===== config.mk =====
export PLATFORM = sky130hd
export DESIGN_NAME = axi_lite_reg_ctrl_flat
export DESIGN_NICKNAME = d
export VERILOG_FILES = /design/src/rtl/axi_lite_reg_ctrl_if.sv /design/src/rtl/axi_lite_reg_ctrl.sv /design/src/flat_wrapper.sv
export SDC_FILE = /design/constraint.sdc
export NUM_CORES = 1
export LEC_CHECK = 0
export CORE_MARGIN = 5
export CORE_UTILIZATION = 43
export DETAILED_ROUTE_END_ITERATION = 12
export PLACE_DENSITY = 0.81
export SLEW_MARGIN = 20
export SYNTH_ARGS = -nofsm -noshare
export SYNTH_HDL_FRONTEND = slang
export SYNTH_SLANG_ARGS = --single-unit

===== constraint.sdc =====
create_clock -name aclk -period 2.24 [get_ports aclk]
set_input_delay 0.56 -clock aclk [delete_from_list [all_inputs] [get_ports aclk]]
set_output_delay 0.56 -clock aclk [all_outputs]
set_load 0.05 [all_outputs]

===== src/rtl/axi_lite_reg_ctrl_if.sv =====
// AXI4-Lite channel bundle between a host master and the register controller slave.
interface axi_lite_reg_ctrl_if;
    logic [31:0] awaddr;
    logic [2:0]  awprot;
    logic        awvalid;
    logic        awready;
    logic [31:0] wdata;
    logic [3:0]  wstrb;
    logic        wvalid;
    logic        wready;
    logic [1:0]  bresp;
    logic        bvalid;
    logic        bready;
    logic [31:0] araddr;
    logic [2:0]  arprot;
    logic        arvalid;
    logic        arready;
    logic [31:0] rdata;
    logic [1:0]  rresp;
    logic        rvalid;
    logic        rready;

    modport master (
        output awaddr, awprot, awvalid, wdata, wstrb, wvalid, bready,
        output araddr, arprot, arvalid, rready,
        input  awready, wready, bresp, bvalid, arready, rdata, rresp, rvalid
    );

    modport slave (
        input  awaddr, awprot, awvalid, wdata, wstrb, wvalid, bready,
        input  araddr, arprot, arvalid, rready,
        output awready, wready, bresp, bvalid, arready, rdata, rresp, rvalid
    );
endinterface


===== src/rtl/axi_lite_reg_ctrl.sv =====
// AXI4-Lite slave that serialises host reads/writes onto a single-port register bus,
// one access at a time, with round-robin read/write arbitration.
module axi_lite_reg_ctrl #(
    parameter int unsigned ADDR_W = 8
) (
    input  logic                aclk,
    input  logic                areset,
    axi_lite_reg_ctrl_if.slave  axi,
    output logic                reg_req,
    output logic                reg_we,
    output logic [ADDR_W-3:0]   reg_addr,
    output logic [31:0]         reg_wdata,
    output logic [3:0]          reg_wstrb,
    input  logic [31:0]         reg_rdata,
    input  logic                reg_err
);

    typedef enum logic [2:0] {
        StIdle,
        StWrAcc,
        StWrResp,
        StRdAcc,
        StRdWait,
        StRdResp
    } state_e;

    state_e      state_q, state_d;
    logic        last_rd_q, last_rd_d;

    logic        aw_held_q, w_held_q, ar_held_q;
    logic [31:0] awaddr_q, wdata_q, araddr_q;
    logic [3:0]  wstrb_q;
    logic [1:0]  bresp_q, rresp_q;
    logic [31:0] rdata_q;

    logic        aw_hs, w_hs, ar_hs, b_hs, r_hs;
    logic        wr_pend, rd_pend;
    logic        aw_oor, ar_oor;

    assign axi.awready = !aw_held_q && !areset;
    assign axi.wready  = !w_held_q && !areset;
    assign axi.arready = !ar_held_q && !areset;
    assign axi.bvalid  = (state_q == StWrResp);
    assign axi.bresp   = bresp_q;
    assign axi.rvalid  = (state_q == StRdResp);
    assign axi.rdata   = rdata_q;
    assign axi.rresp   = rresp_q;

    assign aw_hs = axi.awvalid && !aw_held_q;
    assign w_hs  = axi.wvalid && !w_held_q;
    assign ar_hs = axi.arvalid && !ar_held_q;
    assign b_hs  = (state_q == StWrResp) && axi.bready;
    assign r_hs  = (state_q == StRdResp) && axi.rready;

    assign wr_pend = aw_held_q && w_held_q;
    assign rd_pend = ar_held_q;

    // Anything above the decoded window is an error and never reaches the bank.
    assign aw_oor = |awaddr_q[31:ADDR_W];
    assign ar_oor = |araddr_q[31:ADDR_W];

    logic unused_bits;
    assign unused_bits = ^{axi.awprot, axi.arprot, awaddr_q[1:0], araddr_q[1:0]};

    always_ff @(posedge aclk) begin
        if (areset) begin
            state_q   <= StIdle;
            last_rd_q <= 1'b1;
        end else begin
            state_q   <= state_d;
            last_rd_q <= last_rd_d;
        end
    end

    always_comb begin
        state_d   = state_q;
        last_rd_d = last_rd_q;
        reg_req   = 1'b0;
        reg_we    = 1'b0;
        reg_addr  = '0;
        reg_wdata = '0;
        reg_wstrb = '0;
        unique case (state_q)
            StIdle: begin
                // On a tie, last_rd_q picks the write; otherwise serve whichever is pending.
                if (wr_pend && (!rd_pend || last_rd_q)) begin
                    state_d   = StWrAcc;
                    last_rd_d = 1'b0;
                end else if (rd_pend) begin
                    state_d   = StRdAcc;
                    last_rd_d = 1'b1;
                end
            end
            StWrAcc: begin
                if (!aw_oor) begin
                    reg_req   = 1'b1;
                    reg_we    = 1'b1;
                    reg_addr  = awaddr_q[ADDR_W-1:2];
                    reg_wdata = wdata_q;
                    reg_wstrb = wstrb_q;
                end
                state_d = StWrResp;
            end
            StWrResp: begin
                if (axi.bready) begin
                    state_d = StIdle;
                end
            end
            StRdAcc: begin
                if (!ar_oor) begin
                    reg_req  = 1'b1;
                    reg_addr = araddr_q[ADDR_W-1:2];
                end
                state_d = StRdWait;
            end
            StRdWait: begin
                state_d = StRdResp;
            end
            StRdResp: begin
                if (axi.rready) begin
                    state_d = StIdle;
                end
            end
            default: begin
                state_d = StIdle;
            end
        endcase
    end

    always_ff @(posedge aclk) begin
        if (areset) begin
            aw_held_q <= 1'b0;
            w_held_q  <= 1'b0;
            ar_held_q <= 1'b0;
            awaddr_q  <= '0;
            wdata_q   <= '0;
            wstrb_q   <= '0;
            araddr_q  <= '0;
            bresp_q   <= 2'b00;
            rresp_q   <= 2'b00;
            rdata_q   <= '0;
        end else begin
            if (aw_hs) begin
                aw_held_q <= 1'b1;
                awaddr_q  <= axi.awaddr;
            end else if (b_hs) begin
                aw_held_q <= 1'b0;
            end
            if (w_hs) begin
                w_held_q <= 1'b1;
                wdata_q  <= axi.wdata;
                wstrb_q  <= axi.wstrb;
            end else if (b_hs) begin
                w_held_q <= 1'b0;
            end
            if (ar_hs) begin
                ar_held_q <= 1'b1;
                araddr_q  <= axi.araddr;
            end else if (r_hs) begin
                ar_held_q <= 1'b0;
            end
            if (state_q == StWrAcc) begin
                bresp_q <= (aw_oor || reg_err) ? 2'b10 : 2'b00;
            end
            // Bank read data and error arrive the cycle after the strobe.
            if (state_q == StRdWait) begin
                rdata_q <= ar_oor ? 32'h0 : reg_rdata;
                rresp_q <= (ar_oor || reg_err) ? 2'b10 : 2'b00;
            end
        end
    end

endmodule


===== src/flat_wrapper.sv =====
// flat-port wrapper written by rule: the top's interface ports become plain ports
module axi_lite_reg_ctrl_flat 
#(
    parameter int unsigned ADDR_W = 8
)
  (aclk, areset, reg_req, reg_we, reg_addr, reg_wdata, reg_wstrb, reg_rdata, reg_err, axi_awaddr, axi_awprot, axi_awvalid, axi_wdata, axi_wstrb, axi_wvalid, axi_bready, axi_araddr, axi_arprot, axi_arvalid, axi_rready, axi_awready, axi_wready, axi_bresp, axi_bvalid, axi_arready, axi_rdata, axi_rresp, axi_rvalid);
  axi_lite_reg_ctrl_if axi_i ();
  input  logic aclk;
  input  logic areset;
  output logic reg_req;
  output logic reg_we;
  output logic [ADDR_W-3:0] reg_addr;
  output logic [31:0] reg_wdata;
  output logic [3:0] reg_wstrb;
  input  logic [31:0] reg_rdata;
  input  logic reg_err;
  input wire logic [$bits(axi_i.awaddr)-1:0] axi_awaddr;
  input wire logic [$bits(axi_i.awprot)-1:0] axi_awprot;
  input wire logic [$bits(axi_i.awvalid)-1:0] axi_awvalid;
  input wire logic [$bits(axi_i.wdata)-1:0] axi_wdata;
  input wire logic [$bits(axi_i.wstrb)-1:0] axi_wstrb;
  input wire logic [$bits(axi_i.wvalid)-1:0] axi_wvalid;
  input wire logic [$bits(axi_i.bready)-1:0] axi_bready;
  input wire logic [$bits(axi_i.araddr)-1:0] axi_araddr;
  input wire logic [$bits(axi_i.arprot)-1:0] axi_arprot;
  input wire logic [$bits(axi_i.arvalid)-1:0] axi_arvalid;
  input wire logic [$bits(axi_i.rready)-1:0] axi_rready;
  output wire logic [$bits(axi_i.awready)-1:0] axi_awready;
  output wire logic [$bits(axi_i.wready)-1:0] axi_wready;
  output wire logic [$bits(axi_i.bresp)-1:0] axi_bresp;
  output wire logic [$bits(axi_i.bvalid)-1:0] axi_bvalid;
  output wire logic [$bits(axi_i.arready)-1:0] axi_arready;
  output wire logic [$bits(axi_i.rdata)-1:0] axi_rdata;
  output wire logic [$bits(axi_i.rresp)-1:0] axi_rresp;
  output wire logic [$bits(axi_i.rvalid)-1:0] axi_rvalid;
  assign axi_i.awaddr = axi_awaddr;
  assign axi_i.awprot = axi_awprot;
  assign axi_i.awvalid = axi_awvalid;
  assign axi_i.wdata = axi_wdata;
  assign axi_i.wstrb = axi_wstrb;
  assign axi_i.wvalid = axi_wvalid;
  assign axi_i.bready = axi_bready;
  assign axi_i.araddr = axi_araddr;
  assign axi_i.arprot = axi_arprot;
  assign axi_i.arvalid = axi_arvalid;
  assign axi_i.rready = axi_rready;
  assign axi_awready = axi_i.awready;
  assign axi_wready = axi_i.wready;
  assign axi_bresp = axi_i.bresp;
  assign axi_bvalid = axi_i.bvalid;
  assign axi_arready = axi_i.arready;
  assign axi_rdata = axi_i.rdata;
  assign axi_rresp = axi_i.rresp;
  assign axi_rvalid = axi_i.rvalid;
  axi_lite_reg_ctrl #(.ADDR_W(ADDR_W)) u_core (.aclk(aclk), .areset(areset), .axi(axi_i), .reg_req(reg_req), .reg_we(reg_we), .reg_addr(reg_addr), .reg_wdata(reg_wdata), .reg_wstrb(reg_wstrb), .reg_rdata(reg_rdata), .reg_err(reg_err));
endmodule

==> flow_summary.json <==
{
  "outcome": "finished with violations",
  "failed_checks": "setup timing",
  "antenna_found_initial": 0,
  "drtPass1Iterations": 4,
  "htree_levels": 4,
  "irDropWorstVdd_v": 0.000508,
  "ys_ff_latch": 137,
  "max_cap_viol_count": 0,
  "core_area_um2": 12500,
  "startpoint": "u_core.awaddr_q[13]$_SDFFE_PP0P_",
  "fmax_ghz": 0.383,
  "die_h_um": 123,
  "path_cells": "nor4_4 -> nand4_1 -> nor3_4 -> buf_6 -> buf_8 -> buf_8 -> o2bb2ai_4 -> buf_12",
  "final_max_slew_viol_count": 0,
  "gr-total-overflow": 0,
  "min_period_ns": 2.61,
  "r2r-start": "u_core.araddr_q[20]$_SDFFE_PP0P_",
  "dieArea_um2": 15100,
  "track_usage_pct": 22.2,
  "post-route-period-util_pct": 117,
  "fillers": 982,
  "fin_nets": 1050,
  "clock-skew-final_ns": 0.00884,
  "clk_path_buf_depth": 2,
  "arrival_ns": 2.05,
  "hold_viol": 0,
  "tightest_slew_ns": 0.541,
  "startpoint_type": "flop",
  "dpl.cell_count": 1049,
  "worst_slack_ns": -0.372,
  "vias": 5501,
  "max_slew_margin_pct": 63.8,
  "drc": 0,
  "async_flop_share_pct": 0,
  "wire_per_inst_um": 15.7,
  "clkSlewWorstSetupHoldPaths_ns": 0.06,
  "cpMostUsedCell": "buf_8",
  "cellPowerDensity_nw_per_um2": 660,
  "cpPeakStageDelay_ns": 0.33,
  "place.gp.congestion": 0.805,
  "floorplan.initialDensity_pct": 43.7,
  "post-route-util_pct": 72.4,
  "setup_viol": 44,
  "yosysUniqueCellTypes": 34,
  "cp-endpoint": "reg_addr[3]",
  "rows": 41,
  "ys_seq_area_share_pct": 50.2,
  "ant_nets": 0,
  "dpl.hpwl_mm": 11.6,
  "crit_family": "simple AND/OR/NAND/NOR gates",
  "endpoint_kind": "output pin",
  "cts_inserted_buffers": 17,
  "ios": 231,
  "n_antenna_cell": 0,
  "syn_inst": 697,
  "yosys_warnings": 0,
  "cp_max_fo": 6,
  "cts_tree": "yes",
  "cp.depth": 8,
  "drive_gt1_share_pct": 18.2,
  "io_buffers": 218,
  "synth_area_um2": 5470,
  "rsz0062_at_grt": "yes",
  "clock_latency_ns": 0.42,
  "grt_start_max_net_pins": 81,
  "cts-root-buf": "clkbuf_16",
  "ys.flop_type": "dfxtp_1",
  "cellLeakagePower_nw": 3.37,
  "grt_pass1_vias": 5290,
  "cts_sinks": 137,
  "syn_avg_cell_area_um2": 7.84,
  "via_per_inst": 5.05,
  "hold_class": "reg -> reg",
  "grt_pass1_wl_mm": 26.0,
  "critPathBufInv": 4,
  "synth_edf_count": 0,
  "syn2layout_area_growth_pct": 65.8,
  "drtIter0Drc": 395,
  "routed_wl_mm": 17.1,
  "worstReg2RegEnd": "u_core.axi.rdata[31]$_SDFFE_PP0N_",
  "cp.required_ns": 1.68,
  "reg2reg_slack_ns": 0.43,
  "ff2ff_path_depth": 5,
  "die_w_um": 123,
  "finalSetupTns_ns": -14.80,
  "critPathSlowestCell": "dfxtp_2",
  "crit_type": "reg -> out",
  "cts_hold_buffers": 0,
  "finalNonFillerCells": 1089
}
registers in the layout (all words and copies together), names as in the netlist:
register          count
u_core.aw_held_q      1
u_core.awaddr_q      30
u_core.wdata_q       32
u_core.state_q        3
u_core.w_held_q       1
u_core.araddr_q      30
u_core.last_rd_q      1
u_core.wstrb_q        4
u_core.ar_held_q      1
u_core.axi.rdata     32
u_core.axi.rresp      1
u_core.axi.bresp      1
kinds of logic after synthesis:
family	synth area share (%)
compound gates	14.4
buf+inv	5.86
flops	50.2
other cells	0.0686
simple gates	29.5
metrics by stage:
stage	instance area (um^2)	hold slack (ns)	worst slack, ns	total power [mW]
finish	9060	0.449	-0.372	5.98
global route	9060	0.468	-0.507	6.23
CTS	9020	0.451	-0.382	6.01
detailed placement	8200	0.443	-0.0417	3.50
global placement	8200	0.437	-0.0389	3.48
floorplan	5480	0.432	-0.220	3.13
power breakdown:
group          internal, mW  switching, mW
Sequential             2.56         0.0777
Combinational         0.407          0.443
Clock                  1.46           1.03
Total                  4.43           1.55
repair_timing:
| item | CTS | global route |
|---|---|---|
| endpoints found under the setup margin | 44 | 45 |
| cloned | 1 | 1 |
| buffers inserted | 7 | 1 |
| endpoints found under the hold margin | 0 | 0 |
| gates resized for setup | 55 | 11 |
| pin swaps | 3 | 6 |
layout by cell type (no fill, tap or decap), types with 3 or more instances in the layout:
cell / synthesis / routed
nor3_1: 3 / 3
o2bb2ai_4: 0 / 3
nor2b_2: 0 / 3
nand2b_1: 5 / 5
nand4_1: 33 / 33
and2_4: 0 / 34
nand3_1: 7 / 7
buf_4: 3 / 25
nor4_1: 10 / 6
clkdlybuf4s50_1: 0 / 167
dfxtp_1: 137 / 135
clkinv_2: 0 / 6
nor2_1: 10 / 10
clkbuf_16: 0 / 19
a21oi_1: 135 / 135
nand2_1: 230 / 230
clkinvlp_4: 0 / 4
inv_1: 3 / 3
o2bb2ai_1: 6 / 3
buf_12: 0 / 48
area by class of cell:
| cell class | count | area, um^2 | share of cell area, % |
|---|---|---|---|
| well taps | 172 | 215 | 2.37 |
| clock inverters | 12 | 77.6 | 0.856 |
| clock buffers | 20 | 457 | 5.04 |
| flip-flops and latches | 137 | 2750 | 30.3 |
| inverters | 3 | 11.3 | 0.124 |
| multi-input cells | 499 | 2630 | 29.1 |
| repair buffers | 246 | 2920 | 32.3 |
how the worst min path moves through the flow:
stage | from | to | slack (ns) | cells past startpoint
global route | u_core.awaddr_q[18]$_SDFFE_PP0P_ | u_core.awaddr_q[18]$_SDFFE_PP0P_ | 0.47 | 2
global placement | u_core.wdata_q[31]$_SDFFE_PP0P_ | u_core.wdata_q[31]$_SDFFE_PP0P_ | 0.44 | 2
CTS | u_core.axi.rdata[2]$_SDFFE_PP0N_ | u_core.axi.rdata[2]$_SDFFE_PP0N_ | 0.45 | 2
finish | u_core.axi.rdata[16]$_SDFFE_PP0N_ | u_core.axi.rdata[16]$_SDFFE_PP0N_ | 0.45 | 2
detailed placement | u_core.wdata_q[27]$_SDFFE_PP0P_ | u_core.wdata_q[27]$_SDFFE_PP0P_ | 0.44 | 2
floorplan | u_core.wstrb_q[1]$_SDFFE_PP0P_ | u_core.wstrb_q[1]$_SDFFE_PP0P_ | 0.43 | 2
per-layer routing:
metal | track usage [%] | up-vias | share of wire, %
li1 | - | 2732 | -
met1 | 24.7 | 2537 | 39
met2 | 37.9 | 186 | 50
met3 | 6.73 | 46 | 7.3
met4 | 11.8 | 0 | 3.5
met5 | 0 | - | 0
worst min-delay path, delay by kind of cell (launching register included):
| kind | cells | cell delay, ns |
|---|---|---|
| AOI/OAI and AO/OA | 1 | 0.05 |
| and+or+nand+nor | 1 | 0.05 |
| DFF | 1 | 0.30 |
cell usage after synthesis, types with 2 or more instances:
library cell	count	area, um^2
clkbuf_2	3	15.0
a21oi_1	135	676
nor2_1	10	37.5
nand4_1	33	206
inv_1	3	11.3
buf_2	4	20.0
nor2b_1	5	31.3
and2_1	37	231
buf_4	3	22.5
buf_1	3	11.3
o2bb2ai_1	6	52.6
nand2_1	230	863
nand3_1	7	35.0
clkbuf_1	37	139
nor3_1	3	15.0
or4_4	2	22.5
a31oi_1	2	12.5
buf_6	9	101
nand2b_1	5	31.3
nor4_1	10	62.6
dfxtp_1	137	2740
No activity file was read; power rests on OpenSTA's default activity.
